==> src/rtl/spm_pkg.sv <==
// Shared definitions for the serial-parallel multiplier arbiter.
//   DATA_W  : operand width of the shared multiplier
//   PROD_W  : product width returned by the multiplier
//   WD_W    : width of the RUN-state watchdog counter
//   state_t : controller state encoding
package spm_pkg;

    localparam int DATA_W = 32;
    localparam int PROD_W = 64;
    localparam int WD_W   = 8;

    typedef enum logic [1:0] {
        ST_IDLE = 2'd0,
        ST_CLR  = 2'd1,
        ST_RUN  = 2'd2,
        ST_RESP = 2'd3
    } state_t;

endpackage

==> src/rtl/rr_arbiter.sv <==
// Combinational round-robin picker.
// Scans upward from last+1 (mod N_REQ) and grants the first valid requester.
//   req_valid : per-requester request lines
//   last      : index of the most recent grant
//   grant     : one-hot grant (all zero when nobody requests)
//   grant_idx : encoded index of the granted requester
//   grant_any : a grant exists this cycle
module rr_arbiter #(
    parameter int N_REQ = 2,
    parameter int ID_W  = 1
) (
    input  logic [N_REQ-1:0] req_valid,
    input  logic [ID_W-1:0]  last,
    output logic [N_REQ-1:0] grant,
    output logic [ID_W-1:0]  grant_idx,
    output logic             grant_any
);

    always_comb begin
        grant     = '0;
        grant_idx = '0;
        grant_any = 1'b0;
        // Priority order is last+1, last+2, ... last+N_REQ (the latter being last itself).
        for (int off = 1; off <= N_REQ; off++) begin
            for (int i = 0; i < N_REQ; i++) begin
                if (!grant_any && req_valid[i] && (i == (int'(last) + off) % N_REQ)) begin
                    grant[i]  = 1'b1;
                    grant_idx = ID_W'(i);
                    grant_any = 1'b1;
                end
            end
        end
    end

endmodule

==> src/rtl/spm_arbiter.sv <==
// Round-robin controller sharing one 32-bit signed serial-parallel multiplier
// between N_REQ requesters, with a watchdog on the multiplier's done.
//   clk, rst            : clock, synchronous active-high reset
//   req_valid/req_ready : per-requester operand handshake (ready is a one-hot pulse)
//   req_mp/req_mc       : packed signed operands, requester i at [32i+31:32i]
//   rsp_valid/rsp_ready : response handshake
//   rsp_id/rsp_p/rsp_err: owner, product, watchdog abort flag
//   mul_rst/mul_start   : multiplier control
//   mul_mp/mul_mc       : operands held stable for the multiplier
//   mul_p/mul_done      : multiplier result and completion level
module spm_arbiter
    import spm_pkg::*;
#(
    parameter int N_REQ   = 2,
    parameter int ID_W    = 1,
    parameter int TIMEOUT = 40
) (
    input  logic                      clk,
    input  logic                      rst,
    input  logic [N_REQ-1:0]          req_valid,
    output logic [N_REQ-1:0]          req_ready,
    input  logic [DATA_W*N_REQ-1:0]   req_mp,
    input  logic [DATA_W*N_REQ-1:0]   req_mc,
    output logic                      rsp_valid,
    input  logic                      rsp_ready,
    output logic [ID_W-1:0]           rsp_id,
    output logic [PROD_W-1:0]         rsp_p,
    output logic                      rsp_err,
    output logic                      mul_rst,
    output logic                      mul_start,
    output logic [DATA_W-1:0]         mul_mp,
    output logic [DATA_W-1:0]         mul_mc,
    input  logic [PROD_W-1:0]         mul_p,
    input  logic                      mul_done
);

    state_t state_q, state_d;

    logic [N_REQ-1:0]          grant;
    logic [ID_W-1:0]           grant_idx;
    logic                      grant_any;
    logic [ID_W-1:0]           last_q;
    logic [WD_W-1:0]           wd_cnt_q;
    logic                      done_q;
    logic                      done_rise;
    logic                      accept;
    logic                      finish_ok;
    logic                      finish_err;

    logic signed [DATA_W-1:0]  sel_mp;
    logic signed [DATA_W-1:0]  sel_mc;
    logic signed [DATA_W-1:0]  mp_q;
    logic signed [DATA_W-1:0]  mc_q;
    logic signed [PROD_W-1:0]  p_q;
    logic [ID_W-1:0]           id_q;
    logic                      err_q;

    rr_arbiter #(
        .N_REQ (N_REQ),
        .ID_W  (ID_W)
    ) u_rr (
        .req_valid (req_valid),
        .last      (last_q),
        .grant     (grant),
        .grant_idx (grant_idx),
        .grant_any (grant_any)
    );

    // Operand mux driven by the one-hot grant.
    always_comb begin
        sel_mp = '0;
        sel_mc = '0;
        for (int i = 0; i < N_REQ; i++) begin
            if (grant[i]) begin
                sel_mp = req_mp[i*DATA_W +: DATA_W];
                sel_mc = req_mc[i*DATA_W +: DATA_W];
            end
        end
    end

    // Only a fresh rising edge counts; a done level left from an earlier
    // operation keeps done_q high and is therefore ignored.
    assign done_rise = mul_done && !done_q;

    always_ff @(posedge clk) begin
        if (rst) begin
            state_q <= ST_IDLE;
        end else begin
            state_q <= state_d;
        end
    end

    always_comb begin
        state_d    = state_q;
        req_ready  = '0;
        mul_start  = 1'b0;
        rsp_valid  = 1'b0;
        accept     = 1'b0;
        finish_ok  = 1'b0;
        finish_err = 1'b0;
        case (state_q)
            ST_IDLE: begin
                if (grant_any && !rst) begin
                    req_ready = grant;
                    accept    = 1'b1;
                    state_d   = ST_CLR;
                end
            end
            ST_CLR: begin
                state_d = ST_RUN;
            end
            ST_RUN: begin
                mul_start = 1'b1;
                // Completion wins over the watchdog when both land together.
                if (done_rise) begin
                    finish_ok = 1'b1;
                    state_d   = ST_RESP;
                end else if (wd_cnt_q == WD_W'(TIMEOUT)) begin
                    finish_err = 1'b1;
                    state_d    = ST_RESP;
                end
            end
            ST_RESP: begin
                rsp_valid = 1'b1;
                if (rsp_ready) begin
                    state_d = ST_IDLE;
                end
            end
            default: begin
                state_d = ST_IDLE;
            end
        endcase
    end

    // System reset must also clear the multiplier, hence combinational.
    assign mul_rst = rst || (state_q == ST_CLR);

    always_ff @(posedge clk) begin
        if (rst) begin
            last_q   <= ID_W'(N_REQ - 1);
            wd_cnt_q <= '0;
            done_q   <= 1'b0;
            mp_q     <= '0;
            mc_q     <= '0;
            id_q     <= '0;
            p_q      <= '0;
            err_q    <= 1'b0;
        end else begin
            done_q <= mul_done;
            if (accept) begin
                mp_q   <= sel_mp;
                mc_q   <= sel_mc;
                id_q   <= grant_idx;
                last_q <= grant_idx;
            end
            // Counter is zero on the first RUN cycle and counts RUN cycles.
            if (state_q == ST_CLR) begin
                wd_cnt_q <= '0;
            end else if (state_q == ST_RUN) begin
                wd_cnt_q <= wd_cnt_q + WD_W'(1);
            end
            // Product is passed through untouched; sign handling lives in the multiplier.
            if (finish_ok) begin
                p_q   <= mul_p;
                err_q <= 1'b0;
            end else if (finish_err) begin
                p_q   <= '0;
                err_q <= 1'b1;
            end
        end
    end

    assign mul_mp  = mp_q;
    assign mul_mc  = mc_q;
    assign rsp_p   = p_q;
    assign rsp_id  = id_q;
    assign rsp_err = err_q;

endmodule

==> config.mk <==
export PLATFORM = sky130hd
export DESIGN_NAME = spm_arbiter
export DESIGN_NICKNAME = d
export VERILOG_FILES = /design/src/rtl/spm_pkg.sv /design/src/rtl/rr_arbiter.sv /design/src/rtl/spm_arbiter.sv
export SDC_FILE = /design/constraint.sdc
export NUM_CORES = 1
export LEC_CHECK = 0
export ABC_AREA = 1
export ABC_CLOCK_PERIOD_IN_PS = 2200
export BUFFER_PORTS_ARGS = -buffer_cell sky130_fd_sc_hd__clkbuf_2
export CORE_AREA = 8 8 128 130
export CTS_BUF_LIST = sky130_fd_sc_hd__clkbuf_16
export CTS_CLUSTER_SIZE = 12
export DETAILED_ROUTE_END_ITERATION = 10
export DIE_AREA = 0 0 136 138
export GPL_TIMING_DRIVEN = 1
export PLACE_DENSITY = 0.82
export SETUP_SLACK_MARGIN = 0.3
export SLEW_MARGIN = 20
export SYNTH_ARGS = -nofsm -noshare
export SYNTH_HDL_FRONTEND = slang
export SYNTH_SLANG_ARGS = --single-unit
==> constraint.sdc <==
create_clock -name clk -period 2.2 [get_ports clk]
set_clock_uncertainty 0.1 [all_clocks]
set_input_delay 0.44 -clock clk [delete_from_list [all_inputs] [get_ports clk]]
set_output_delay 0.44 -clock clk [all_outputs]
set_load 0.02 [all_outputs]
==> results of run 1 <==
[Yosys cell counts]
| master | n |
|---|---|
| nor3_1 | 1 |
| ha_1 | 7 |
| nand3_1 | 199 |
| o21ai_2 | 1 |
| buf_4 | 6 |
| dfxtp_1 | 142 |
| clkbuf_1 | 19 |
| a21oi_1 | 138 |
| nor2_4 | 1 |
| buf_6 | 17 |
| buf_2 | 35 |
| nand2_1 | 282 |
| o21ai_0 | 2 |
| inv_2 | 4 |
| a21oi_2 | 1 |
| inv_1 | 18 |
| nor2_1 | 20 |
[power groups by stage]
stage	logic (uW)	clock network (uW)	registers, uW
floorplan	1190	0	3280
global placement	2100	0	3010
detailed placement	2120	0	3020
CTS	2250	2930	2960
global route	2510	3050	3000
finish	2290	2870	2970
[state kept, by name, indices dropped and copies added (netlist names)]
register and cells:
rsp_p 64, mul_mc 32, mul_mp 32, wd_cnt_q 8, state_q 2, done_q 1
last_q 1, rsp_err 1, rsp_id 1
[cell usage in the layout, fill, tap and decap left out]
| master | n |
|---|---|
| inv_1 | 14 |
| clkinv_2 | 5 |
| a21oi_2 | 1 |
| buf_4 | 18 |
| o21ai_0 | 2 |
| a21oi_1 | 138 |
| clkbuf_16 | 17 |
| clkinv_4 | 2 |
| inv_6 | 2 |
| nor2_2 | 3 |
| buf_6 | 1 |
| nand2_2 | 2 |
| nand3_4 | 1 |
| clkbuf_2 | 328 |
| nor2_4 | 1 |
| nor3_1 | 1 |
| nand2_1 | 280 |
| buf_12 | 8 |
| o21ai_2 | 1 |
| ha_2 | 1 |
| nand3_1 | 196 |
| ha_4 | 1 |
| nand3_2 | 2 |
| inv_2 | 8 |
| nor2_1 | 17 |
| clkinv_1 | 1 |
| bufinv_16 | 3 |
| dfxtp_2 | 2 |
| buf_8 | 1 |
| ha_1 | 5 |
| clkinvlp_4 | 2 |
| dfxtp_1 | 140 |
[cell type report]
type	instances	area, um2	area share [%]
Tap cell	184	230	2.64
Inverter	22	82.6	0.947
Timing Repair Buffer	356	1960	22.5
Clock buffer	17	425	4.88
Sequential cell	142	2850	32.6
Clock inverter	15	169	1.94
Multi-Input combinational cell	652	3000	34.4
[worst max-delay path, cell delays in order (launching register included)]
cell     delay, ns
dfxtp_2       0.32
inv_2         0.09
ha_4          0.14
inv_2         0.04
nor2_4        0.16
nand3_4       0.11
inv_2         0.08
buf_8         0.11
[routing by layer]
layer / routed length [um] / part of all wire, %
met1: 8250 / 38
met2: 11100 / 52
met5: 0 / 0
met3: 1520 / 7.1
met4: 639 / 3.0
[worst paths after layout]
path	start	slack (ns)	cells after the start	to
worst max-delay path	state_q[1]	0.22	7	req_ready[1]
worst min-delay path	mul_p[14]	0.15	3	rsp_p[14]
worst max register to register	state_q[1]	0.43	8	mul_mp[16]
worst min register to register	rsp_err	0.36	2	rsp_err
[kinds of logic after synthesis]
group / count (synthesis)
buffers and inverters: 99
DFF: 142
adders and majority gates: 7
AOI/OAI and AO/OA: 142
and+or+nand+nor: 503
[metrics by stage]
stage                     util (%)  hold WS [ns]  cells  power, uW
after global routing          60.9         0.138   1388       8560
after CTS                     60.6         0.133   1385       8150
after floorplan                  -         0.343    893       4470
after detailed placement      55.9         0.350   1347       5150
after global placement        55.9         0.341   1347       5110
final                         60.9         0.150   1388       8130
[what timing repair did]
item	in CTS	in global routing
hold buffers	0	0
gates resized for setup	13	9
pin swaps	2	2
endpoints found under the setup margin	4	11
setup buffers	6	3
==> metrics.cfg, run 1 <==
[power_and_ir_drop]
powerDensity_mw_per_mm2=933
seq_power_share_pct=36.5
p_leak_uw=0.00412
clkPwrFrac_pct=35.3
p_comb_share_pct=28.2
p_switching_uw=2690
internal-power_uw=5440
p_sw_share_pct=33.1
ir_drop_mv=0.624

[routing]
dr.pass1.iters=5
drcViolationCount=0
via_per_inst=5.05
routed_wl_mm=21.5
ant_nets=0
routedWlPerCell_um=15.5
drtIter0Drc=513
vias=7013

[timing]
setup_viol=0
setup_tns_ns=0
worst_slew_pin_slew_ns=0.641
slew_violations=0
period_share_pct=90.1
hold_viol_final=0
rsz0062_at_grt=yes
min_period_ns=1.98
fmax_mhz=504
layout_setup_ws_ns=0.217
max_slew_margin_pct=57.3

[synthesis]
ys_types=17
yosys.area_share.simple_pct=33.7
yosysSeqAreaShare_pct=44.7
synth_xor_area_share_pct=0
synth.area.top_cells=dfxtp_1, nand2_1, nand3_1
syn_nets=1098
ys_ff_latch=142
muxShareOfSynthArea_pct=0
ys_warn_count=0
synthAdderAreaFrac_pct=1.38
syn_area_per_cell_um2=7.12
synth_top_family_by_area=simple AND/OR/NAND/NOR gates
synth_compound_area_share_pct=11.3
yosysTopAreaCellShare_pct=44.7
synth_cells=893
synth_top_area_cell=dfxtp_1
synth_area_mm2=0.00636

[worst_setup_path]
crit_type=flip-flop to primary output
cp_max_fo=3
worstPathArrival_ns=1.44
worstSetupStartpointType=flip-flop
end_kind=primary output
critPathRequiredTime_ns=1.66

[die]
io_pins=333
rows=44
die_w_um=136
initial_core_util_pct=44.4
die_y_um=138
dieArea_mm2=0.0188
core_area_mm2=0.0143

[clock_network]
insertion_delay_ns=0.41
cts_buffers=17
cts_tree=built
clkTransAtPathRegs_ns=0.06
clockBufferDepth=2
cts_sinks=142
ctsHtreeMaxLevel=4
cts_root_buf=clkbuf_16

[place]
place_ws_ns=0.361
place_area_mm2=0.00800
hpwlAfterDp_mm=15.6
gp_congestion=0.845
port_buffers=332

[global_route]
grt_use_met2_pct=38.0
grt_max_degree=131
grt_pass1_vias=6730
grt_use_total_pct=21.9
grt_overflow=0
grt_util_met3_pct=6.05
busiest_layer=met2
antenna_found_initial=0
grt_use_met1_pct=24.3
grt_first_pass_wirelength_mm=33.6

[min_path]
hp-class=input pin to flip-flop

[layout]
fillers=1364
design_area_mm2=0.00872
nNetsFinal=1396
diodes=0
drive_gt1_share_pct=34.1
area_growth_pct=37.1

[outcome]
status=finished clean

[run]
cap_violations=0

Note: power is estimated with default switching activity, not from simulation.
==> run 2: changes to the inputs <==
--- a/config.mk
+++ b/config.mk
@@ -8,14 +8,14 @@
 export ABC_AREA = 1
 export ABC_CLOCK_PERIOD_IN_PS = 2200
 export BUFFER_PORTS_ARGS = -buffer_cell sky130_fd_sc_hd__clkbuf_2
-export CORE_AREA = 8 8 128 130
+export CORE_AREA = 8 8 155 157
 export CTS_BUF_LIST = sky130_fd_sc_hd__clkbuf_16
 export CTS_CLUSTER_SIZE = 12
 export DETAILED_ROUTE_END_ITERATION = 10
-export DIE_AREA = 0 0 136 138
+export DIE_AREA = 0 0 163 165
 export GPL_TIMING_DRIVEN = 1
-export PLACE_DENSITY = 0.82
-export SETUP_SLACK_MARGIN = 0.3
+export PLACE_DENSITY = 0.59
+export SETUP_SLACK_MARGIN = 0.05
 export SLEW_MARGIN = 20
 export SYNTH_ARGS = -nofsm -noshare
 export SYNTH_HDL_FRONTEND = slang
==> run 2 against run 1 <==
  * Clock-buffer cell count stayed put
  * Die area is 43% higher
  * Via count is 0.46% lower
  * Critical path depth stayed put
  * Wire length is 11% higher
  * First-iteration DRC count is 4.5% higher
  * Fmax is 3.9% lower
  * Non-clock buffer count is 1 higher
  * Final cell count is 7.1% higher
  * Cell area is 1.3% higher
  * Critical path type unchanged
==> metrics.cfg, run 2 (same netlist as run 1, synthesis figures left out) <==
[timing]
holdWs_ns=0.155  ; +0.00520 ns
max_slew_margin_pct=57.0  ; -0.23 points
layout_setup_ws_ns=0.137  ; -0.0800 ns
rsz0062_at_grt=no
min_period_ns=2.06  ; +0.0800 ns
slew_violations=0  ; unchanged
setup_viol=0  ; unchanged
worst_slew_pin_slew_ns=0.644  ; +0.00345 ns
hold_viol_final=0  ; unchanged
period_share_pct=93.8  ; +3.6 points
fmax_mhz=485  ; -3.9%
setup_tns_ns=0  ; unchanged

[layout]
area_growth_pct=38.9
drive_gt1_share_pct=33.7  ; -0.36 points
final_cell_mix=clkbuf_2, nand2_1, nand3_1, dfxtp_1, a21oi_1
nNetsFinal=1397  ; +0.072%
final_common_cell=clkbuf_2
final_cells=1487  ; +7.1%
largest_reg_flops=64  ; unchanged

[worst_setup_path]
worstPathArrival_ns=1.52  ; +0.08 ns
slowest_delay_ns=0.36  ; +0.04 ns
crit_type=flip-flop to primary output
crit_buf_inv=4  ; unchanged
crit_slowest_cell=dfxtp_4
end_kind=primary output
crit_family=flip-flops
critPathRequiredTime_ns=1.66  ; about the same
worstSetupStartpointType=flip-flop
path_cells=inv_4 > ha_4 > inv_1 > nor2_4 > inv_2 > nor2_1 > buf_4
cp_max_fo=4  ; +1

[routing]
ant_nets=0  ; unchanged
vias=6981  ; -0.46%
drcViolationCount=0  ; unchanged
dr.pass1.iters=4  ; -1
routed_wl_mm=23.9  ; +11%
via_per_inst=4.69  ; -7.1%
drtIter0Drc=536  ; +4.5%
routedWlPerCell_um=16.1  ; +3.6%

[global_route]
grt_util_met3_pct=3.56  ; -2.5 points
grt_use_met2_pct=29.5  ; -8.5 points
grt_overflow=0  ; unchanged
grt_use_total_pct=16.8  ; -5.2 points
grt_use_met1_pct=19.9  ; -4.4 points
grt_max_degree=131  ; unchanged
busiest_layer=met2
antenna_found_initial=2  ; +2
grt_pass1_vias=6568  ; -2.4%
grt_first_pass_wirelength_mm=35.9  ; +6.8%

[place]
place_ws_ns=0.309  ; -0.0527 ns
hpwlAfterDp_mm=17.4  ; +12%
gp_congestion=0.825  ; -2.4%
dp_cells=1453  ; +7.9%
port_buffers=332  ; unchanged

[power_and_ir_drop]
seq_power_share_pct=36.1  ; -0.4 points
ir_drop_mv=0.458  ; -26%
internal-power_uw=5510  ; +1.2%
p_switching_uw=2770  ; +3.1%
p_comb_share_pct=26.4  ; -1.8 points
powerDensity_mw_per_mm2=938  ; +0.50%
p_sw_share_pct=33.5  ; +0.40 points
p_leak_uw=0.00414  ; +0.40%
clkPwrFrac_pct=37.5  ; +2.2 points

[clock_network]
cts_root_buf=clkbuf_16
cts_sinks=142  ; unchanged
cts_buffers=17  ; unchanged
cts_tree=built
holdBufCountCts=0  ; unchanged
insertion_delay_ns=0.41  ; about the same
clkTransAtPathRegs_ns=0.07  ; about the same
clockBufferDepth=2  ; unchanged
ctsHtreeMaxLevel=4  ; unchanged

[run]
cap_violations=0  ; unchanged

[min_path]
hp-class=input pin to flip-flop

[die]
rows=54  ; +23%
core_area_mm2=0.0215  ; +50%
die_y_um=165  ; +20%
initial_core_util_pct=29.6  ; -15 points
die_w_um=163  ; +20%
io_pins=333  ; unchanged
dieArea_mm2=0.0269  ; +43%

[outcome]
status=finished clean

run 2: cell types whose count changed in the layout (fill, tap and decap cells not counted), moves of 2 or more:
| cell | delta |
|---|---|
| buf_4 | +4 |
| buf_12 | -3 |
| clkinv_2 | -3 |
| inv_2 | -3 |
| nor2_1 | +3 |
| nor2_2 | -3 |
| clkinvlp_4 | -2 |
| dfxtp_2 | -2 |
| dfxtp_4 | +2 |
| diode_2 | +2 |
| inv_1 | +2 |
| inv_4 | +2 |
| inv_6 | +2 |
| inv_8 | +2 |
run 2: power groups by stage:
| stage | registers (uW) | logic (uW) | clock network (uW) |
|---|---|---|---|
| floorplan | 3280 | 1190 | 0 |
| global route | 3020 | 2420 | 3340 |
| global placement | 3020 | 2180 | 0 |
| detailed placement | 3030 | 2190 | 0 |
| finish | 2990 | 2180 | 3110 |
| CTS | 2970 | 2190 | 3220 |
run 2: area by class of cell:
type | instances | area, um2
Antenna cell | 2 | 5.00
Clock buffer | 17 | 425
Clock inverter | 15 | 209
Fill cell | 2293 | 12700
Inverter | 22 | 87.6
Multi-Input combinational cell | 652 | 2980
Sequential cell | 142 | 2850
Tap cell | 280 | 350
Timing Repair Buffer | 357 | 1920
run 2: routing by layer:
layer,share of wire [%],vias to the layer above
li1,-,3553
met1,41,3233
met2,53,178
met3,4.8,17
met4,1.4,0
met5,0,-
run 2: worst paths after layout:
path,start,end,slack [ns],cells past startpoint
setup reg to reg,state_q[0],rsp_p[14],0.36,8
hold / removal,mul_p[23],rsp_p[23],0.15,3
hold reg to reg,rsp_err,rsp_err,0.36,2
setup / recovery,state_q[0],req_ready[0],0.14,7
run 2: repair_timing:
action | CTS | global route
setup endpoints to repair | 2 | 2
pin swaps | 1 | 2
setup buffers | 0 | 0
resized for setup | 4 | 13
run 2: metrics by stage:
step           power (uW)  utilization [%]  area, um2
2_1_floorplan        4470                -       6360
3_3_place_gp         5200             38.0       8160
3_5_place_dp         5210             38.0       8160
4_1_cts              8380             40.9       8790
5_1_grt              8780             41.1       8830
6_report             8280             41.1       8830
run 2: worst min-delay path, cell delays in order:
cell	delay, ns
clkbuf_2	0.08
nand2_1	0.05
a21oi_1	0.05
==> run 3: changes to the inputs <==
--- a/config.mk
+++ b/config.mk
@@ -6,15 +6,17 @@
 export NUM_CORES = 1
 export LEC_CHECK = 0
 export ABC_AREA = 1
-export ABC_CLOCK_PERIOD_IN_PS = 2200
+export ABC_CLOCK_PERIOD_IN_PS = 2370
 export BUFFER_PORTS_ARGS = -buffer_cell sky130_fd_sc_hd__clkbuf_2
+export CELL_PAD_IN_SITES_DETAIL_PLACEMENT = 1
+export CELL_PAD_IN_SITES_GLOBAL_PLACEMENT = 1
 export CORE_AREA = 8 8 155 157
 export CTS_BUF_LIST = sky130_fd_sc_hd__clkbuf_16
 export CTS_CLUSTER_SIZE = 12
 export DETAILED_ROUTE_END_ITERATION = 10
 export DIE_AREA = 0 0 163 165
 export GPL_TIMING_DRIVEN = 1
-export PLACE_DENSITY = 0.59
+export PLACE_DENSITY = 0.81
 export SETUP_SLACK_MARGIN = 0.05
 export SLEW_MARGIN = 20
 export SYNTH_ARGS = -nofsm -noshare
==> constraint.sdc (replaced) <==
create_clock -name clk -period 2.37 [get_ports clk]
set_clock_uncertainty 0.1 [all_clocks]
set_input_delay 0.474 -clock clk [delete_from_list [all_inputs] [get_ports clk]]
set_output_delay 0.474 -clock clk [all_outputs]
set_load 0.02 [all_outputs]
==> run 3 against run 2 <==
  * Wire length is 10% higher
  * Critical path type unchanged
  * Largest cell class unchanged
  * Highest routed layer unchanged
  * Total power is 12% lower
  * Core utilization is 0.61 points lower
  * Via count is 2.5% higher
  * Register-to-register slack hardly changed
==> metrics.cfg, run 3 (same netlist as run 1, synthesis figures left out) <==
[power_and_ir_drop]
clkPwrFrac_pct=34.7  ; -2.8 points
powerDensity_mw_per_mm2=842  ; -10%
ir_drop_mv=0.466  ; +1.7%
seq_power_share_pct=37.7  ; +1.6 points
p_comb_share_pct=27.6  ; +1.2 points
internal-power_uw=4670  ; -15%
p_sw_share_pct=36.3  ; +2.8 points
p_switching_uw=2660  ; -4.1%
p_leak_uw=0.00406  ; -2.0%

[die]
die_y_um=165  ; unchanged
initial_core_util_pct=29.6  ; unchanged
rows=54  ; unchanged
dieArea_mm2=0.0269  ; unchanged
core_area_mm2=0.0215  ; unchanged
io_pins=333  ; unchanged
die_w_um=163  ; unchanged

[clock_network]
cts_tree=built
clkTransAtPathRegs_ns=0.08  ; about the same
holdBufCountCts=0  ; unchanged
ctsHtreeMaxLevel=4  ; unchanged
cts_buffers=17  ; unchanged
post_cts_buffers=0  ; unchanged
clockBufferDepth=2  ; unchanged
cts_root_buf=clkbuf_16
cts_sinks=142  ; unchanged
insertion_delay_ns=0.41  ; about the same

[layout]
drive_gt1_share_pct=33.1  ; -0.55 points
final_cell_mix=clkbuf_2, nand2_1, nand3_1, dfxtp_1, a21oi_1
design_area_mm2=0.00870  ; -1.5%
largest_reg_flops=64  ; unchanged
final_cells=1480  ; -0.47%
nNetsFinal=1390  ; -0.50%
fillers=2855  ; +25%
area_growth_pct=36.8
fin_util_pct=40.5  ; -0.61 points
multi_input_area_mm2=0.00297  ; -0.42%
seq_area_mm2=0.00284  ; -0.22%
final_common_cell=clkbuf_2

[place]
hpwlAfterDp_mm=19.2  ; +10%
port_buffers=332  ; unchanged
place_ws_ns=0.273  ; -0.0351 ns
dp_cells=1446  ; -0.48%
place_area_mm2=0.00813  ; -0.34%
gp_congestion=0.846  ; +2.6%

[routing]
drtIter0Drc=470  ; -12%
routedWlPerCell_um=17.8  ; +11%
ant_nets=0  ; unchanged
vias=7157  ; +2.5%
routed_wl_mm=26.3  ; +10%
drcViolationCount=0  ; unchanged
via_per_inst=4.84  ; +3.0%
dr.pass1.iters=4  ; unchanged

[global_route]
grt_first_pass_wirelength_mm=40.2  ; +12%
antenna_found_initial=2  ; unchanged
grt_max_degree=131  ; unchanged
grt_pass1_vias=7321  ; +11%
grt_overflow=0  ; unchanged
grt_use_total_pct=18.9  ; +2.1 points

[min_path]
hp-class=input pin to flip-flop

[outcome]
status=finished clean

[worst_setup_path]
end_kind=primary output
crit_type=flip-flop to primary output
worstSetupStartpointType=flip-flop
worstPathArrival_ns=1.62  ; +0.10 ns
critPathRequiredTime_ns=1.80  ; +0.14 ns
cp_max_fo=4  ; unchanged

[timing]
setup_viol=0  ; unchanged
hold_viol_final=0  ; unchanged
min_period_ns=2.19
slew_violations=0  ; unchanged
max_slew_margin_pct=50.7  ; -6.3 points
worst_slew_pin_slew_ns=0.740  ; +0.0952 ns
layout_setup_ws_ns=0.175  ; +0.0378 ns
period_share_pct=92.6
setup_tns_ns=0  ; unchanged
rsz0062_at_grt=no
fmax_mhz=456

[run]
cap_violations=0  ; unchanged

[run 3: changes by cell type in the layout (fill, tap and decap cells not counted), moves of 2 or more]
cell and change:
clkinvlp_4 +5, inv_2 +2, clkinv_2 -2, inv_4 -2, buf_4 -9, buf_12 +2, dfxtp_4 -2, bufinv_16 -4
[run 3: per-stage QoR]
| stage | hold WS (ns) | power (uW) |
|---|---|---|
| finish | 0.187 | 7330 |
| global route | 0.167 | 7770 |
| CTS | 0.162 | 7440 |
| detailed placement | 0.341 | 4870 |
| global placement | 0.340 | 4820 |
| floorplan | 0.343 | 4150 |
[run 3: worst paths after layout]
kind,startpoint,to,slack [ns],cells after the start
worst min-delay path,mul_p[21],rsp_p[21],0.19,3
worst min register to register,rsp_err,rsp_err,0.35,2
worst max register to register,state_q[0],rsp_p[38],0.35,6
worst max-delay path,state_q[0],req_ready[0],0.18,7
[run 3: layout make-up]
cell class | instances | area share [%]
tap | 280 | 4.03
clock inverter | 15 | 1.52
inverter | 22 | 0.949
clock buffer | 17 | 4.89
antenna | 2 | 0.0575
multi-input combinational | 652 | 34.1
sequential | 142 | 32.7
timing repair buffer | 350 | 21.7
[run 3: worst max-delay path, cell delays in order, from the launching register on]
cell and delay [ns]:
dfxtp_1 0.34, inv_2 0.09, ha_1 0.17, inv_1 0.07, nor2_4 0.16, inv_2 0.07, nor2_1 0.13, buf_4 0.18
[run 3: repair_timing]
action                     in CTS  in global routing
setup endpoints to repair       1                  2
gates resized for setup         2                  6
gates cloned                    0                  0
[run 3: power by group through the flow]
stage	Combinational, uW	Clock [uW]	Sequential, uW
finish	2020	2540	2770
global route	2240	2730	2800
CTS	2060	2610	2760
detailed placement	2050	0	2810
global placement	2020	0	2800
floorplan	1100	0	3040
[run 3: metal layers]
| metal | GRT usage [%] | wire length [um] | vias up |
|---|---|---|---|
| met4 | 7.92 | 756 | 0 |
| met1 | 21.6 | 10700 | 3390 |
| li1 | - | - | 3540 |
| met3 | 3.56 | 1110 | 43 |
| met2 | 33.9 | 13800 | 184 |
| met5 | 0 | 0 | - |
